--- config.mk ---
export PLATFORM = sky130hd
export DESIGN_NAME = rx_frame_controller
export DESIGN_NICKNAME = d
export VERILOG_FILES = /design/src/rtl/rx_frame_controller.sv
export SDC_FILE = /design/constraint.sdc
export NUM_CORES = 1
export LEC_CHECK = 0
export BUFFER_PORTS_ARGS = -buffer_cell sky130_fd_sc_hd__buf_4
export CORE_ASPECT_RATIO = 1.75
export CORE_MARGIN = 8
export CORE_UTILIZATION = 57
export CTS_BUF_LIST = sky130_fd_sc_hd__clkbuf_16
export DETAILED_ROUTE_END_ITERATION = 10
export PLACE_DENSITY_LB_ADDON = 0.3
export SYNTH_ARGS = -nofsm -noshare
export SYNTH_HDL_FRONTEND = slang
export SYNTH_SLANG_ARGS = --single-unit
export TNS_END_PERCENT = 5
--- constraint.sdc ---
create_clock -name CLK -period 3.85 [get_ports CLK]
set_input_delay 0.77 -clock CLK [delete_from_list [all_inputs] [get_ports CLK]]
set_output_delay 0.77 -clock CLK [all_outputs]
set_load 0.01 [all_outputs]
--- src/rtl/rx_frame_controller.sv ---
`default_nettype none
// ============================================================================
// Module      : rx_frame_controller
// Description : Receive-side sequencing controller for the UART RX path.
//               Arms/re-arms the byte receiver, parses framed packets
//               (HEADER, LEN, PAYLOAD[LEN], CSUM) and commits only
//               checksum-verified payloads into a show-ahead byte FIFO.
// Revision    : 1.0 - initial release
// ----------------------------------------------------------------------------
// Ports:
//   CLK          in   system clock
//   Rstn         in   asynchronous active-low reset
//   Enable       in   level; high allows reception
//   RX_Done_Sig  in   one-cycle strobe, RX_Data holds a received byte
//   RX_Data      in   [7:0] received byte
//   RX_En_Sig    out  receiver enable; a one-cycle low re-arms the receiver
//   Rd_En        in   FIFO pop request (ignored when empty)
//   Rd_Data      out  [7:0] FIFO head byte, valid while Rd_Empty = 0
//   Rd_Empty     out  FIFO empty flag
//   Fifo_Count   out  bytes held in the FIFO
//   Frame_Done   out  one-cycle pulse, frame fully committed
//   Frame_Err    out  one-cycle pulse, frame aborted
//   Err_Code     out  [1:0] cause of last abort:
//                     0 bad length, 1 checksum, 2 overflow, 3 timeout
// ============================================================================
module rx_frame_controller #(
  parameter int         FIFO_DEPTH  = 16,
  parameter int         MAX_LEN     = 8,
  parameter logic [7:0] HEADER      = 8'hAA,
  parameter int         TIMEOUT_CYC = 50000
) (
  input  logic                          CLK,
  input  logic                          Rstn,
  input  logic                          Enable,
  input  logic                          RX_Done_Sig,
  input  logic [7:0]                    RX_Data,
  output logic                          RX_En_Sig,
  input  logic                          Rd_En,
  output logic [7:0]                    Rd_Data,
  output logic                          Rd_Empty,
  output logic [$clog2(FIFO_DEPTH):0]   Fifo_Count,
  output logic                          Frame_Done,
  output logic                          Frame_Err,
  output logic [1:0]                    Err_Code
);

  // --------------------------------------------------------------------------
  // Derived widths and constants
  // --------------------------------------------------------------------------
  localparam int c_AW    = $clog2(FIFO_DEPTH);
  localparam int c_CW    = c_AW + 1;
  localparam int c_IW    = (MAX_LEN > 1) ? $clog2(MAX_LEN) : 1;
  localparam int c_LW    = $clog2(MAX_LEN + 1);
  localparam int c_SLOTS = 2 ** c_IW;
  // Idle counter only ever needs to reach TIMEOUT_CYC-1.
  localparam int c_TW    = (TIMEOUT_CYC > 2) ? $clog2(TIMEOUT_CYC) : 1;

  localparam logic [c_TW-1:0] c_TMAX     = c_TW'(TIMEOUT_CYC - 1);
  localparam logic [c_TW-1:0] c_T_ONE    = c_TW'(1);
  localparam logic [7:0]      c_MAX_LEN  = 8'(MAX_LEN);
  localparam logic [c_CW-1:0] c_DEPTH    = c_CW'(FIFO_DEPTH);
  localparam logic [c_CW-1:0] c_CNT_ONE  = c_CW'(1);
  localparam logic [c_AW-1:0] c_PTR_ONE  = c_AW'(1);
  localparam logic [c_IW-1:0] c_IDX_ONE  = c_IW'(1);
  localparam logic [c_LW-1:0] c_LEN_ONE  = c_LW'(1);

  localparam logic [1:0] c_ERR_LEN     = 2'd0;
  localparam logic [1:0] c_ERR_CSUM    = 2'd1;
  localparam logic [1:0] c_ERR_OVFL    = 2'd2;
  localparam logic [1:0] c_ERR_TIMEOUT = 2'd3;

  typedef enum logic [2:0] {
    S_IDLE    = 3'd0,
    S_HDR     = 3'd1,
    S_LEN     = 3'd2,
    S_PAYLOAD = 3'd3,
    S_CSUM    = 3'd4,
    S_COMMIT  = 3'd5,
    S_ABORT   = 3'd6
  } state_t;

  // --------------------------------------------------------------------------
  // State
  // --------------------------------------------------------------------------
  state_t            r_state;
  logic              r_rx_en;
  logic              r_frame_done;
  logic              r_frame_err;
  logic [1:0]        r_err_code;
  logic [c_LW-1:0]   r_len;
  logic [7:0]        r_sum;
  logic [c_IW-1:0]   r_idx;
  logic [c_IW-1:0]   r_cidx;
  logic [c_TW-1:0]   r_idle_cnt;
  logic [7:0]        r_staging [c_SLOTS];

  logic [7:0]        r_mem [FIFO_DEPTH];
  logic [c_AW-1:0]   r_wr_ptr;
  logic [c_AW-1:0]   r_rd_ptr;
  logic [c_CW-1:0]   r_count;

  // --------------------------------------------------------------------------
  // Combinational decode
  // --------------------------------------------------------------------------
  logic              w_in_frame;
  logic              w_timeout;
  logic              w_abort;
  logic [1:0]        w_abort_code;
  logic [c_CW-1:0]   w_space;
  logic              w_idx_last;
  logic              w_cidx_last;
  logic              w_wr;
  logic              w_rd;

  assign w_space     = c_DEPTH - r_count;
  assign w_idx_last  = (c_LW'(r_idx)  == (r_len - c_LEN_ONE));
  assign w_cidx_last = (c_LW'(r_cidx) == (r_len - c_LEN_ONE));

  // A write during COMMIT is skipped if Enable has just dropped; the FSM is
  // leaving for IDLE on the same edge.
  assign w_wr = (r_state == S_COMMIT) && Enable;
  assign w_rd = Rd_En && (r_count != '0);

  always_comb begin
    w_in_frame   = (r_state == S_LEN) || (r_state == S_PAYLOAD) ||
                   (r_state == S_CSUM);
    // A byte arriving on the expiry cycle wins over the timeout.
    w_timeout    = w_in_frame && !RX_Done_Sig && (r_idle_cnt == c_TMAX);
    w_abort      = 1'b0;
    w_abort_code = c_ERR_LEN;
    if (w_timeout) begin
      w_abort      = 1'b1;
      w_abort_code = c_ERR_TIMEOUT;
    end else if (RX_Done_Sig) begin
      case (r_state)
        S_LEN: begin
          if ((RX_Data == 8'h00) || (RX_Data > c_MAX_LEN)) begin
            w_abort      = 1'b1;
            w_abort_code = c_ERR_LEN;
          end
        end
        S_CSUM: begin
          if (RX_Data != r_sum) begin
            w_abort      = 1'b1;
            w_abort_code = c_ERR_CSUM;
          end else if (w_space < c_CW'(r_len)) begin
            // Space is reserved up front so COMMIT never stalls or
            // overwrites unread data; concurrent reads only add room.
            w_abort      = 1'b1;
            w_abort_code = c_ERR_OVFL;
          end
        end
        default: ;
      endcase
    end
  end

  // --------------------------------------------------------------------------
  // Frame sequencing FSM
  // --------------------------------------------------------------------------
  always_ff @(posedge CLK or negedge Rstn) begin
    if (!Rstn) begin
      r_state      <= S_IDLE;
      r_rx_en      <= 1'b0;
      r_frame_done <= 1'b0;
      r_frame_err  <= 1'b0;
      r_err_code   <= c_ERR_LEN;
      r_len        <= '0;
      r_sum        <= '0;
      r_idx        <= '0;
      r_cidx       <= '0;
      r_idle_cnt   <= '0;
      r_staging    <= '{default: 8'h00};
    end else begin
      r_frame_done <= 1'b0;
      r_frame_err  <= 1'b0;

      // Idle counter runs only between bytes of an open frame. Entry to LEN
      // always comes from a received header, so the strobe clears it there.
      if (RX_Done_Sig || !w_in_frame) begin
        r_idle_cnt <= '0;
      end else begin
        r_idle_cnt <= r_idle_cnt + c_T_ONE;
      end

      if (!Enable) begin
        // Silent drop of any partial frame; FIFO contents are untouched.
        r_state <= S_IDLE;
        r_rx_en <= 1'b0;
        r_idx   <= '0;
        r_cidx  <= '0;
      end else if (w_abort) begin
        r_state     <= S_ABORT;
        r_rx_en     <= 1'b0;
        r_frame_err <= 1'b1;
        r_err_code  <= w_abort_code;
        r_idx       <= '0;
      end else begin
        case (r_state)
          S_IDLE: begin
            r_state <= S_HDR;
            r_rx_en <= 1'b1;
          end
          S_HDR: begin
            if (RX_Done_Sig && (RX_Data == HEADER)) begin
              r_state <= S_LEN;
            end
          end
          S_LEN: begin
            if (RX_Done_Sig) begin
              r_len   <= RX_Data[c_LW-1:0];
              r_sum   <= RX_Data;
              r_idx   <= '0;
              r_state <= S_PAYLOAD;
            end
          end
          S_PAYLOAD: begin
            if (RX_Done_Sig) begin
              r_staging[r_idx] <= RX_Data;
              r_sum            <= r_sum + RX_Data;
              r_idx            <= r_idx + c_IDX_ONE;
              if (w_idx_last) begin
                r_state <= S_CSUM;
              end
            end
          end
          S_CSUM: begin
            if (RX_Done_Sig) begin
              r_cidx  <= '0;
              r_state <= S_COMMIT;
            end
          end
          S_COMMIT: begin
            // Byte strobes here are dropped: a UART byte time is far
            // longer than the at most MAX_LEN cycles spent in this state.
            r_cidx <= r_cidx + c_IDX_ONE;
            if (w_cidx_last) begin
              r_frame_done <= 1'b1;
              r_idx        <= '0;
              r_cidx       <= '0;
              r_state      <= S_HDR;
            end
          end
          S_ABORT: begin
            r_state <= S_HDR;
            r_rx_en <= 1'b1;
          end
          default: begin
            r_state <= S_IDLE;
            r_rx_en <= 1'b0;
          end
        endcase
      end
    end
  end

  // --------------------------------------------------------------------------
  // Payload FIFO (show-ahead)
  // --------------------------------------------------------------------------
  always_ff @(posedge CLK or negedge Rstn) begin
    if (!Rstn) begin
      r_wr_ptr <= '0;
      r_rd_ptr <= '0;
      r_count  <= '0;
    end else begin
      if (w_wr) begin
        r_wr_ptr <= r_wr_ptr + c_PTR_ONE;
      end
      if (w_rd) begin
        r_rd_ptr <= r_rd_ptr + c_PTR_ONE;
      end
      case ({w_wr, w_rd})
        2'b10:   r_count <= r_count + c_CNT_ONE;
        2'b01:   r_count <= r_count - c_CNT_ONE;
        default: r_count <= r_count;
      endcase
    end
  end

  // Storage needs no reset: the count masks stale entries.
  always_ff @(posedge CLK) begin
    if (w_wr) begin
      r_mem[r_wr_ptr] <= r_staging[r_cidx];
    end
  end

  // --------------------------------------------------------------------------
  // Outputs
  // --------------------------------------------------------------------------
  assign RX_En_Sig  = r_rx_en;
  assign Frame_Done = r_frame_done;
  assign Frame_Err  = r_frame_err;
  assign Err_Code   = r_err_code;
  assign Fifo_Count = r_count;
  assign Rd_Empty   = (r_count == '0);
  assign Rd_Data    = (r_count == '0) ? 8'h00 : r_mem[r_rd_ptr];

endmodule
`default_nettype wire

### Yosys cells after proc, flatten, opt, wreduce, memory -nomap -nowiden

Memory sizes are Yosys's and may differ from the RTL's.
Index checks and enable logic that the tools add are counted.

* bits in registers: 119
* latch bits: 0
* bits in writable memories: 128
* memory bits (read-only): 0
* bits of input ports: 13
* output and inout port bits: 19
* word-level logic and storage cells: 146
* memories kept: 1

* add/sub/neg operators: 10
* $mul: 0
* div/mod/pow operators: 0
* order comparisons: 5
* equal/unequal tests: 26
* shift operators: 0
* multiplexer cells: 53
* bitwise logic cells: 3
* reductions and logical operators: 27

Memory list
* r_mem: depth 16, width 8, read ports 1, clocked after Yosys merged registers in 0, wr ports 1, line 97 `logic [7:0] r_mem [FIFO_DEPTH];`

Operators with widths (count)
* 64-bit bitwise mux: 1
* 3-bit 2-to-1 mux: 16
* 8-bit 2-to-1 mux: 6
* 8-bit binary-select mux with 3-bit select: 1
* 8-bit demux with 3-bit select: 1
* 4-bit != test, second input constant: 6
* 3-bit case mux with 6 select lines: 1
* 16-bit by 1-bit adder with 16-bit output, second input constant: 1
* 16-bit == test, second input constant: 1
* 16-bit 2-to-1 mux: 1
* 8-bit case mux with 2 select lines: 1
* 1-bit 2-to-1 mux: 15
* 4-bit AND reduction: 3
* 2-bit 2-to-1 mux: 5
* 5-bit case mux with 2 select lines: 1
* 3-bit == test, second input constant: 3
* 3-bit case mux with 3 select lines: 1
* 4-bit by 1-bit adder with 4-bit output, second input constant: 2
* 8-bit adder: 1
* 3-bit by 4-bit == test with 1-bit output: 2
* 8-bit == test, second input constant: 1
* 4-bit >= comparator, second input constant: 2
* 8-bit by 4-bit > comparator with 1-bit output, second input constant: 1
* 8-bit zero test: 1
* 34 further kinds: 50

### Logic depth before layout (Yosys ltp)

Gate-level depths: netlist (run 1).

* depth in word-level cells: 9
* depth in mapped cells: 15
* depth with buffers taken out: 14

### Least setup slack after synthesis (run 1)

No wires, ideal clock.

* kind: input -> register
* start: input port RX_Data[5]
* end: register r_len[2]
* setup time: 0.125 ns
* arrival time: 2.901 ns
* required time: 3.725 ns
* path slack: 0.825 ns
* cell stages on the path: 7
* buffers on the path: 0
* cell sequence: ha_1 or4_4 o31ai_4 o2111ai_2 or2_1 nor3_4 mux2_2

* cells in the longest elaborated chain, start to end: 8
* elaborated cells on any way between the ends: 11
* classes of those cells: 1 x order compare; 1 x eq/ne; 5 x mux; 1 x bitwise; 3 x reduce/logical

RTL lines
* start: declaration: line 36 `input logic [7:0] RX_Data,`
* 8-bit by 4-bit > comparator with 1-bit output / 8-bit zero test (equally long branches): line 137 `if ((RX_Data == 8'h00) || (RX_Data > c_MAX_LEN)) begin`
* 1-bit logical OR: line 137
* 1-bit 2-to-1 mux: line 137
* 1-bit case mux with 2 select lines *: line 135 `case (r_state)`
* 1-bit 2-to-1 mux *: line 134 `end else if (RX_Done_Sig) begin`
* 1-bit 2-to-1 mux *: line 131 `if (w_timeout) begin`
* 1-bit inverter (no source line) *
* 4-bit AND reduction (no source line) *
* end signal: assignment: line 211 `r_len <= RX_Data[c_LW-1:0];`
* end: declaration: line 90 `logic [c_LW-1:0] r_len;`

Mark *: on every way between the ends. The rest lies on a longest branch, timed or not.
A chain may end at the register's enable or synchronous reset.

### Worst setup path after layout (run 1)

* start: register r_rd_ptr[0]
* end: output port Rd_Data[3]

* cells in the longest elaborated chain, start to end: 2

RTL lines
* start: declaration: line 99 `logic [c_AW-1:0] r_rd_ptr;`
* start signal: assignment: line 270 `r_rd_ptr <= r_rd_ptr + c_PTR_ONE;`
* memory 16 x 8 bit
* 8-bit 2-to-1 mux: line 296 `assign Rd_Data = (r_count == '0) ? 8'h00 : r_mem[r_rd_ptr];`
* end: declaration: line 39 `output logic [7:0] Rd_Data,`

Every way passes these cells.

==> reports/summary.txt, run 1 <==
run status - complete, no violations
WL/cell - 22.1 µm
register area share after synthesis - 0.605
main area contributors after synthesis - edfxtp_1, dfrtp_1, mux4_2
Post-synth top cells - edfxtp_1, dfrtp_1, mux2_2, mux4_2, nor2_1
first-pass GRT wire length - 37000 µm
Hold Crit Class - in2async
Port Buffers - 31
syn nets - 791
Yosys top cell area share - 0.341
setup bufs post-CTS - 0
final net count - 820
Die Footprint - 0.0247 mm²
root buffer cell - clkbuf_16
Core Area - 0.0196 mm²
DRC Markers - 0
final setup violation count - 0
clock sinks - 247
CTS Buf Count - 23
total number of vias - 6344
Worst-path clk slew - 70 ps
clk_skew - 16.9 ps
initial cell density of the core - 0.577
Slew Limit Fails - 0
critical path class - reg2out
DIE WIDTH - 122 µm
Clk Latency, worst-skew pair - 520 ps
asr flop ratio synth - 0.482
startpoint types - flip-flop
I/O pin count - 32
average cell area after synthesis - 15.0 µm²
RSZ-0062 raised after global routing - false
vias in the first global route - 6957
Power per Cell Area - 663 mW/mm²
synth-to-layout area growth - 11.3%
largest area contributor in the netlist - edfxtp_1
drt total wl - 23100 µm
H-tree depth - 1
number of enable flip-flop cells after synthesis - 128
Final Critical Period - 3620 ps
area of the mapped netlist - 0.0113 mm²
largest net degree at the start of global routing - 48
antenna violations before repair - 0
fmax - 276 MHz
grt total ovfl - 0
post-cts hold buffer count - 0
synth unique cells - 62
DP HPWL - 16200 µm
clock tree buffer depth - 3
DIE HEIGHT - 202 µm
max_cap viols - 0
max_slew headroom - 0.370
iteration-0 DRC count of the detailed router - 416
drt first pass iters - 5
Post-Syn Instances - 751
placer congestion estimate - 0.823
Setup Total Neg Slack - 0 ps
Max rail drop VDD - 0.501 mV
row count - 68
Post-CTS Resized - 0
final cycle utilization of the critical path - 0.941
CTS tree - built
Worst Path Max Fanout - 16
number of synthesized register bits - 247
GRT Util Overall - 0.193
CP Capture Type - primary output
Final Hold Fails - 0
Final Worst Setup Slack - 227 ps
most frequent cell after synthesis - edfxtp_1
CP arrival - 2850 ps
data required time at the worst endpoint - 3080 ps
worst slew pin tran - 946 ps
drt via density - 6.09
pre-CTS WS - 502 ps
Final ANT Viol Nets - 0
Most used DFF post-synth - edfxtp_1
synth warn - 0
share of cells above drive strength 1 - 0.277
leakage - 5.01 nW
antenna cells - 0
-- kinds of logic after synthesis --
kind of cell / Yosys count / share of synthesized area
buffers and inverters: 70 / 0.0240
XOR/XNOR: 39 / 0.0303
adder cells (fa/ha/maj): 27 / 0.0313
multiplexers: 136 / 0.191
flip-flops: 247 / 0.605
AO/OA/AOI/OAI: 64 / 0.0393
AND/OR/NAND/NOR: 168 / 0.0797
-- final timing paths --
path | start | endpoint | slack, ps | cells past startpoint
setup / recovery | r_rd_ptr[0] | Rd_Data[3] | 230 | 5
hold / removal | Rstn | r_state[2] | 230 | 1
setup reg to reg | Fifo_Count[0] | Fifo_Count[4] | 660 | 14
hold reg to reg | r_idle_cnt[0] | r_idle_cnt[0] | 460 | 1
max in group asynchronous | Rstn | r_staging[38] | 2630 | 2
min in group CLK | r_idle_cnt[0] | r_idle_cnt[0] | 460 | 1
-- worst max-delay path, cell delays in order (launching register included) --
cell	delay, ps
dfrtp_2	720
buf_12	260
mux4_2	520
mux4_2	510
nor2b_1	150
buf_4	160
-- where the power goes --
part           internal [W]  switching, W  leakage [nW]
clock               0.00132       0.00100         0.376
sequential          0.00316      0.000311          2.76
combinational       0.00126       0.00128          1.87
total               0.00573       0.00259          5.01
-- routing by layer --
metal	vias up	routed length (µm)	GRT usage
met5	-	0	0
met4	0	840	0.0788
met3	57	944	0.0251
met2	162	13000	0.363
met1	3253	8230	0.210
li1	2872	-	-
-- sequential cells by signal (all words and copies together), names as in the netlist --
register / count
Frame_Err: 1
r_cidx: 3
r_staging: 64
r_len: 4
r_wr_ptr: 4
r_state: 3
r_sum: 8
RX_En_Sig: 1
r_rd_ptr: 4
r_idle_cnt: 16
r_idx: 3
Frame_Done: 1
Err_Code: 2
r_mem: 128
Fifo_Count: 5
-- layout make-up --
| cell class | instances | area (µm²) |
|---|---|---|
| clock buffers | 23 | 576 |
| clock inverters | 19 | 204 |
| fillers | 1430 | 7010 |
| inverters | 30 | 113 |
| multi-input cells | 434 | 4190 |
| flip-flops and latches | 247 | 6820 |
| well taps | 245 | 307 |
| repair buffers | 44 | 343 |
-- stage by stage --
step           std cells  hold slack, ps  instance area, µm²  utilization  total power (W)
5_1_grt             1042             265               12600        0.642          0.00875
3_3_place_gp        1000             435               11800        0.602          0.00594
4_1_cts             1042             233               12600        0.642          0.00841
2_1_floorplan        751             425               11300            -          0.00524
6_report            1042             229               12600        0.642          0.00832
3_5_place_dp        1000             456               11800        0.602          0.00608
-- cell usage in the layout (no fill, tap or decap), types with 23 or more instances in the layout --
cell / synthesis / routed
mux2_2: 73 / 73
nand2_1: 30 / 30
ha_1: 25 / 25
dfrtp_1: 119 / 118
buf_4: 0 / 43
nor2_1: 43 / 43
edfxtp_1: 128 / 128
mux4_2: 56 / 56
xnor2_1: 26 / 26
clkbuf_16: 0 / 23
inv_1: 29 / 30
Power figures use the tool's default switching activity.
==> run 2: changes to the inputs <==
--- a/config.mk
+++ b/config.mk
@@ -5,10 +5,13 @@
 export SDC_FILE = /design/constraint.sdc
 export NUM_CORES = 1
 export LEC_CHECK = 0
+export ABC_AREA = 1
 export BUFFER_PORTS_ARGS = -buffer_cell sky130_fd_sc_hd__buf_4
+export CELL_PAD_IN_SITES_DETAIL_PLACEMENT = 1
+export CELL_PAD_IN_SITES_GLOBAL_PLACEMENT = 2
 export CORE_ASPECT_RATIO = 1.75
 export CORE_MARGIN = 8
-export CORE_UTILIZATION = 57
+export CORE_UTILIZATION = 40
 export CTS_BUF_LIST = sky130_fd_sc_hd__clkbuf_16
 export DETAILED_ROUTE_END_ITERATION = 10
 export PLACE_DENSITY_LB_ADDON = 0.3
==> reports/summary.txt, run 2 <==
run status - complete, no violations
Worst Path Max Fanout - 33 (+17)
average cell area after synthesis - 9.27 µm² (-38%)
pre-CTS WS - 506 ps (+4.50 ps)
clock sinks - 247 (unchanged)
row count - 83 (+22%)
DP HPWL - 22900 µm (+41%)
Yosys top cell area share - 0.327 (-0.0138)
Setup Total Neg Slack - 0 ps (unchanged)
final cycle utilization of the critical path - 0.874 (-0.0675)
total number of vias - 8849 (+39%)
syn nets - 1309 (+65%)
Port Buffers - 31 (unchanged)
commonest cells after routing, fill and taps aside - nand2_1, nor2_1, edfxtp_1
Critical Path End - Rd_Data[5]
synth-to-layout area growth - 12.0%
drt first pass iters - 6 (+1)
Overall Power - 0.00906 W (+8.8%)
Post-Syn Instances - 1269 (+69%)
final setup violation count - 0 (unchanged)
commonest non-fill, non-tap cell in the layout - nand2_1
final net count - 1336 (+63%)
GRT Util Overall - 0.187 (-0.00591)
grt total ovfl - 0 (unchanged)
setup bufs post-CTS - 0 (unchanged)
Most used DFF post-synth - edfxtp_1
max_cap viols - 0 (unchanged)
Die Footprint - 0.0354 mm² (+43%)
Worst-path clk slew - 60 ps (about the same)
asr flop ratio synth - 0.482 (unchanged)
initial cell density of the core - 0.403 (-0.174)
Power per Cell Area - 688 mW/mm² (+3.7%)
startpoint types - flip-flop
DIE WIDTH - 146 µm (+19%)
CTS Buf Count - 24 (+4.3%)
Final ANT Viol Nets - 0 (unchanged)
CTS tree - built
share of cells above drive strength 1 - 0.0906 (-0.187)
Post-synth top cells - nand2_1, nor2_1, edfxtp_1, o21ai_0, dfrtp_1
data required time at the worst endpoint - 3080 ps (about the same)
max reg flops - 128 (unchanged)
H-tree depth - 1 (unchanged)
post-cts hold buffer count - 0 (unchanged)
Final Critical Period - 3360 ps (-260 ps)
main area contributors after synthesis - edfxtp_1, dfrtp_1, nand2_1
Largest Register - r_mem
first-pass GRT wire length - 52600 µm (+42%)
CP Capture Type - primary output
area of the mapped netlist - 0.0118 mm² (+4.2%)
Final Hold Fails - 0 (unchanged)
DRC Markers - 0 (unchanged)
antenna cells - 0 (unchanged)
CP arrival - 2590 ps (-260 ps)
top flop regs - r_mem: 128 flops, r_staging: 64 flops, r_idle_cnt: 16 flops
Placement Cell Area - 0.0124 mm² (+5.3%)
Slew Limit Fails - 0 (unchanged)
largest area contributor in the netlist - edfxtp_1
Post-CTS Resized - 0 (unchanged)
leakage - 5.64 nW (+13%)
Final Worst Setup Slack - 487 ps (+260 ps)
Reg2Reg Depth - 15 (+1)
Max rail drop VDD - 0.416 mV (-17%)
most frequent cell after synthesis - nand2_1
synth warn - 0 (unchanged)
placer congestion estimate - 0.810 (-1.5%)
fmax - 297 MHz (+7.7%)
antenna violations before repair - 0 (unchanged)
iteration-0 DRC count of the detailed router - 367 (-12%)
largest net degree at the start of global routing - 77 (+60%)
Core Area - 0.0292 mm² (+49%)
synth unique cells - 41 (-34%)
max_slew headroom - 0.402 (+0.0324)
R2R Path Start - Fifo_Count[0]
number of synthesized register bits - 247 (unchanged)
I/O pin count - 32 (unchanged)
reg-to-reg endpoint - Fifo_Count[4]
WL/cell - 19.3 µm (-13%)
post-route cell area - 0.0132 mm² (+4.9%)
worst slew pin tran - 894 ps (-51.9 ps)
final core utilization - 0.451 (-0.190)
Hold Crit Class - in2async
drt total wl - 32700 µm (+42%)
vias in the first global route - 9597 (+38%)
DIE HEIGHT - 243 µm (+20%)
R2R setup slack - 830 ps (+170 ps)
critical path class - reg2out
register area share after synthesis - 0.580 (-0.0244)
Clk Latency, worst-skew pair - 530 ps (about the same)
root buffer cell - clkbuf_16
drt via density - 5.22 (-14%)
Crit. Startpoint - r_rd_ptr[0]
clk_skew - 10.7 ps (-6.28 ps)
RSZ-0062 raised after global routing - false
clock tree buffer depth - 3 (unchanged)
number of enable flip-flop cells after synthesis - 128 (unchanged)
-- run 2: kinds of logic after synthesis --
| group | count (synthesis) | share of synthesized area |
|---|---|---|
| multiplexers | 1 | 0.000851 |
| AND/OR/NAND/NOR | 620 | 0.217 |
| XOR/XNOR | 23 | 0.0178 |
| AO/OA/AOI/OAI | 219 | 0.106 |
| adder cells (fa/ha/maj) | 27 | 0.0300 |
| flip-flops | 247 | 0.580 |
| buffers and inverters | 132 | 0.0475 |
-- run 2: worst min-delay path by stage --
stage	slack, ps	start	cells past startpoint	endpoint
after floorplan	430	r_idle_cnt[0]	1	r_idle_cnt[0]
after global placement	450	r_staging[39]	2	r_staging[39]
after detailed placement	450	r_staging[49]	2	r_staging[49]
after CTS	300	Rstn	1	r_sum[0]
after global routing	320	Rstn	1	r_sum[0]
final	280	Rstn	1	r_sum[2]
-- run 2: area by class of cell --
cell class                      count  area, µm²
Fill cell                        3342      16000
Sequential cell                   247       6820
Multi-Input combinational cell    890       4380
Clock buffer                       25        626
Tap cell                          382        478
Timing Repair Buffer               57        440
Inverter                           76        285
Clock inverter                     18        144
-- run 2: per-layer routing --
metal,vias up,routed length [µm],part of all wire,track usage
met2,92,18500,0.57,0.370
li1,4356,-,-,-
met3,46,707,0.022,0.0175
met1,4355,12700,0.39,0.203
met5,-,0,0,0
met4,0,810,0.025,0.0588
-- run 2: worst max-delay path: stages, from the launching register on --
cell	delay, ps
dfrtp_2	410
inv_2	420
buf_4	340
o21ai_0	120
o221ai_1	270
nand3_1	150
a21oi_1	200
buf_4	150
-- run 2: stage by stage --
stage               instances  hold slack (ps)
floorplan                1269              433
global route             1695              321
finish                   1695              279
detailed placement       1652              453
global placement         1652              449
CTS                      1695              303
-- run 2: report_power, final --
group	switching, W	internal, W	total, W
sequential	0.000206	0.00326	0.00346
combinational	0.00216	0.00110	0.00326
clock	0.00103	0.00131	0.00234
total	0.00339	0.00567	0.00906
==> run 3: changes to the inputs <==
--- a/config.mk
+++ b/config.mk
@@ -7,12 +7,11 @@
 export LEC_CHECK = 0
 export ABC_AREA = 1
 export BUFFER_PORTS_ARGS = -buffer_cell sky130_fd_sc_hd__buf_4
-export CELL_PAD_IN_SITES_DETAIL_PLACEMENT = 1
-export CELL_PAD_IN_SITES_GLOBAL_PLACEMENT = 2
+export CELL_PAD_IN_SITES_DETAIL_PLACEMENT = 0
+export CELL_PAD_IN_SITES_GLOBAL_PLACEMENT = 1
 export CORE_ASPECT_RATIO = 1.75
 export CORE_MARGIN = 8
-export CORE_UTILIZATION = 40
-export CTS_BUF_LIST = sky130_fd_sc_hd__clkbuf_16
+export CORE_UTILIZATION = 49
 export DETAILED_ROUTE_END_ITERATION = 10
 export PLACE_DENSITY_LB_ADDON = 0.3
 export SYNTH_ARGS = -nofsm -noshare
==> reports/summary.txt, run 3 (synthesized netlist as in run 2, its figures left out) <==
Hold Crit Class - in2async
DRC Markers - 0 (unchanged)
synth-to-layout area growth - 11.0%
clock sinks - 247 (unchanged)
initial cell density of the core - 0.495 (+0.0923)
placed insts - 1576 (-4.6%)
CP Capture Type - primary output
max reg flops - 128 (unchanged)
drt total wl - 29700 µm (-9.2%)
drt via density - 5.42 (+3.9%)
Final Hold Fails - 0 (unchanged)
iteration-0 DRC count of the detailed router - 599 (+63%)
fmax - 306 MHz (+3.0%)
placer congestion estimate - 0.805 (-0.68%)
clock tree buffer depth - 3 (unchanged)
data required time at the worst endpoint - 3080 ps (about the same)
post-cts hold buffer count - 0 (unchanged)
Max rail drop VDD - 0.391 mV (-6.0%)
GRT Util Overall - 0.201 (+0.0134)
commonest non-fill, non-tap cell in the layout - nand2_1
Clk Latency, worst-skew pair - 520 ps (about the same)
Post-CTS Resized - 0 (unchanged)
antenna cells - 0 (unchanged)
commonest cells after routing, fill and taps aside - nand2_1, nor2_1, edfxtp_1
run status - complete, no violations
CTS tree - built
vias in the first global route - 8965 (-6.6%)
DIE WIDTH - 133 µm (-8.6%)
fin cells - 1617 (-4.6%)
share of cells above drive strength 1 - 0.0901 (-0.000487)
top flop regs - r_mem: 128 flops, r_staging: 64 flops, r_idle_cnt: 16 flops
grt total ovfl - 0 (unchanged)
WL/cell - 18.4 µm (-4.8%)
Worst Path Max Fanout - 31 (-6.1%)
startpoint types - flip-flop
Slew Limit Fails - 0 (unchanged)
H-tree depth - 1 (unchanged)
DIE HEIGHT - 221 µm (-9.0%)
Final ANT Viol Nets - 0 (unchanged)
critical path class - reg2out
max_slew headroom - 0.346 (-0.0560)
Core Area - 0.0237 mm² (-19%)
I/O pin count - 32 (unchanged)
Port Buffers - 31 (unchanged)
final setup violation count - 0 (unchanged)
worst slew pin tran - 981 ps (+87.2 ps)
Largest Register - r_mem
final net count - 1333 (-0.22%)
Die Footprint - 0.0294 mm² (-17%)
Worst-path clk slew - 60 ps (about the same)
Power per Cell Area - 681 mW/mm² (-0.94%)
CTS Buf Count - 23 (-4.2%)
Setup Total Neg Slack - 0 ps (unchanged)
max_cap viols - 0 (unchanged)
total number of vias - 8769 (-0.90%)
final core utilization - 0.550 (+0.0985)
clk_skew - 14.1 ps (+3.39 ps)
Final Critical Period - 3260 ps (-99.0 ps)
post-route cell area - 0.0131 mm² (-0.89%)
antenna violations before repair - 0 (unchanged)
leakage - 5.62 nW (-0.33%)
DP HPWL - 20900 µm (-8.5%)
RSZ-0062 raised after global routing - false
drt first pass iters - 4 (-2)
Placement Cell Area - 0.0123 mm² (-0.67%)
final cycle utilization of the critical path - 0.848 (-0.0257)
setup bufs post-CTS - 0 (unchanged)
root buffer cell - clkbuf_16
largest net degree at the start of global routing - 74 (-3.9%)
CP arrival - 2490 ps (-100 ps)
first-pass GRT wire length - 47100 µm (-10%)
row count - 75 (-9.6%)
-- run 3: worst paths after layout --
| kind | from | to | slack (ps) | depth (start not counted) |
|---|---|---|---|---|
| min in group CLK | r_staging[54] | r_staging[54] | 470 | 2 |
| worst min register to register | r_staging[54] | r_staging[54] | 470 | 2 |
| worst max register to register | Fifo_Count[0] | Fifo_Count[4] | 630 | 14 |
| worst max-delay path | r_rd_ptr[0] | Rd_Data[2] | 590 | 7 |
| max in group asynchronous | Rstn | r_staging[41] | 2640 | 2 |
| worst min-delay path | Rstn | r_state[0] | 380 | 1 |
-- run 3: routing by layer --
layer,GRT usage,vias up,share of wire
met3,0.0206,57,0.030
li1,-,4337,-
met5,0,-,0
met2,0.391,164,0.57
met1,0.211,4211,0.37
met4,0.0848,0,0.034
-- run 3: layout make-up --
cell class	count	area (µm²)
clock buffer	30	619
clock inverter	11	115
fill	2156	10700
inverter	76	285
multi-input combinational	890	4380
sequential	247	6820
tap	308	385
timing repair buffer	55	450
-- run 3: worst max-delay path, cell delays in order, from the launching register on --
cell and delay, ps:
dfrtp_2 400, inv_2 410, buf_4 310, o21ai_0 100, o221ai_1 230, nand3_1 190
a21oi_1 180, buf_4 140
-- run 3: stage by stage --
step           total power (W)  hold slack (ps)  setup slack, ps
6_report               0.00889              383              586
5_1_grt                0.00944              457              283
4_1_cts                0.00899              428              556
3_5_place_dp           0.00673              453              503
3_3_place_gp           0.00666              448              580
2_1_floorplan          0.00555              433             1010
-- run 3: power breakdown --
part	switching, W	internal [W]
combinational	0.00209	0.00110
sequential	0.000203	0.00326
clock	0.000979	0.00127
total	0.00327	0.00563
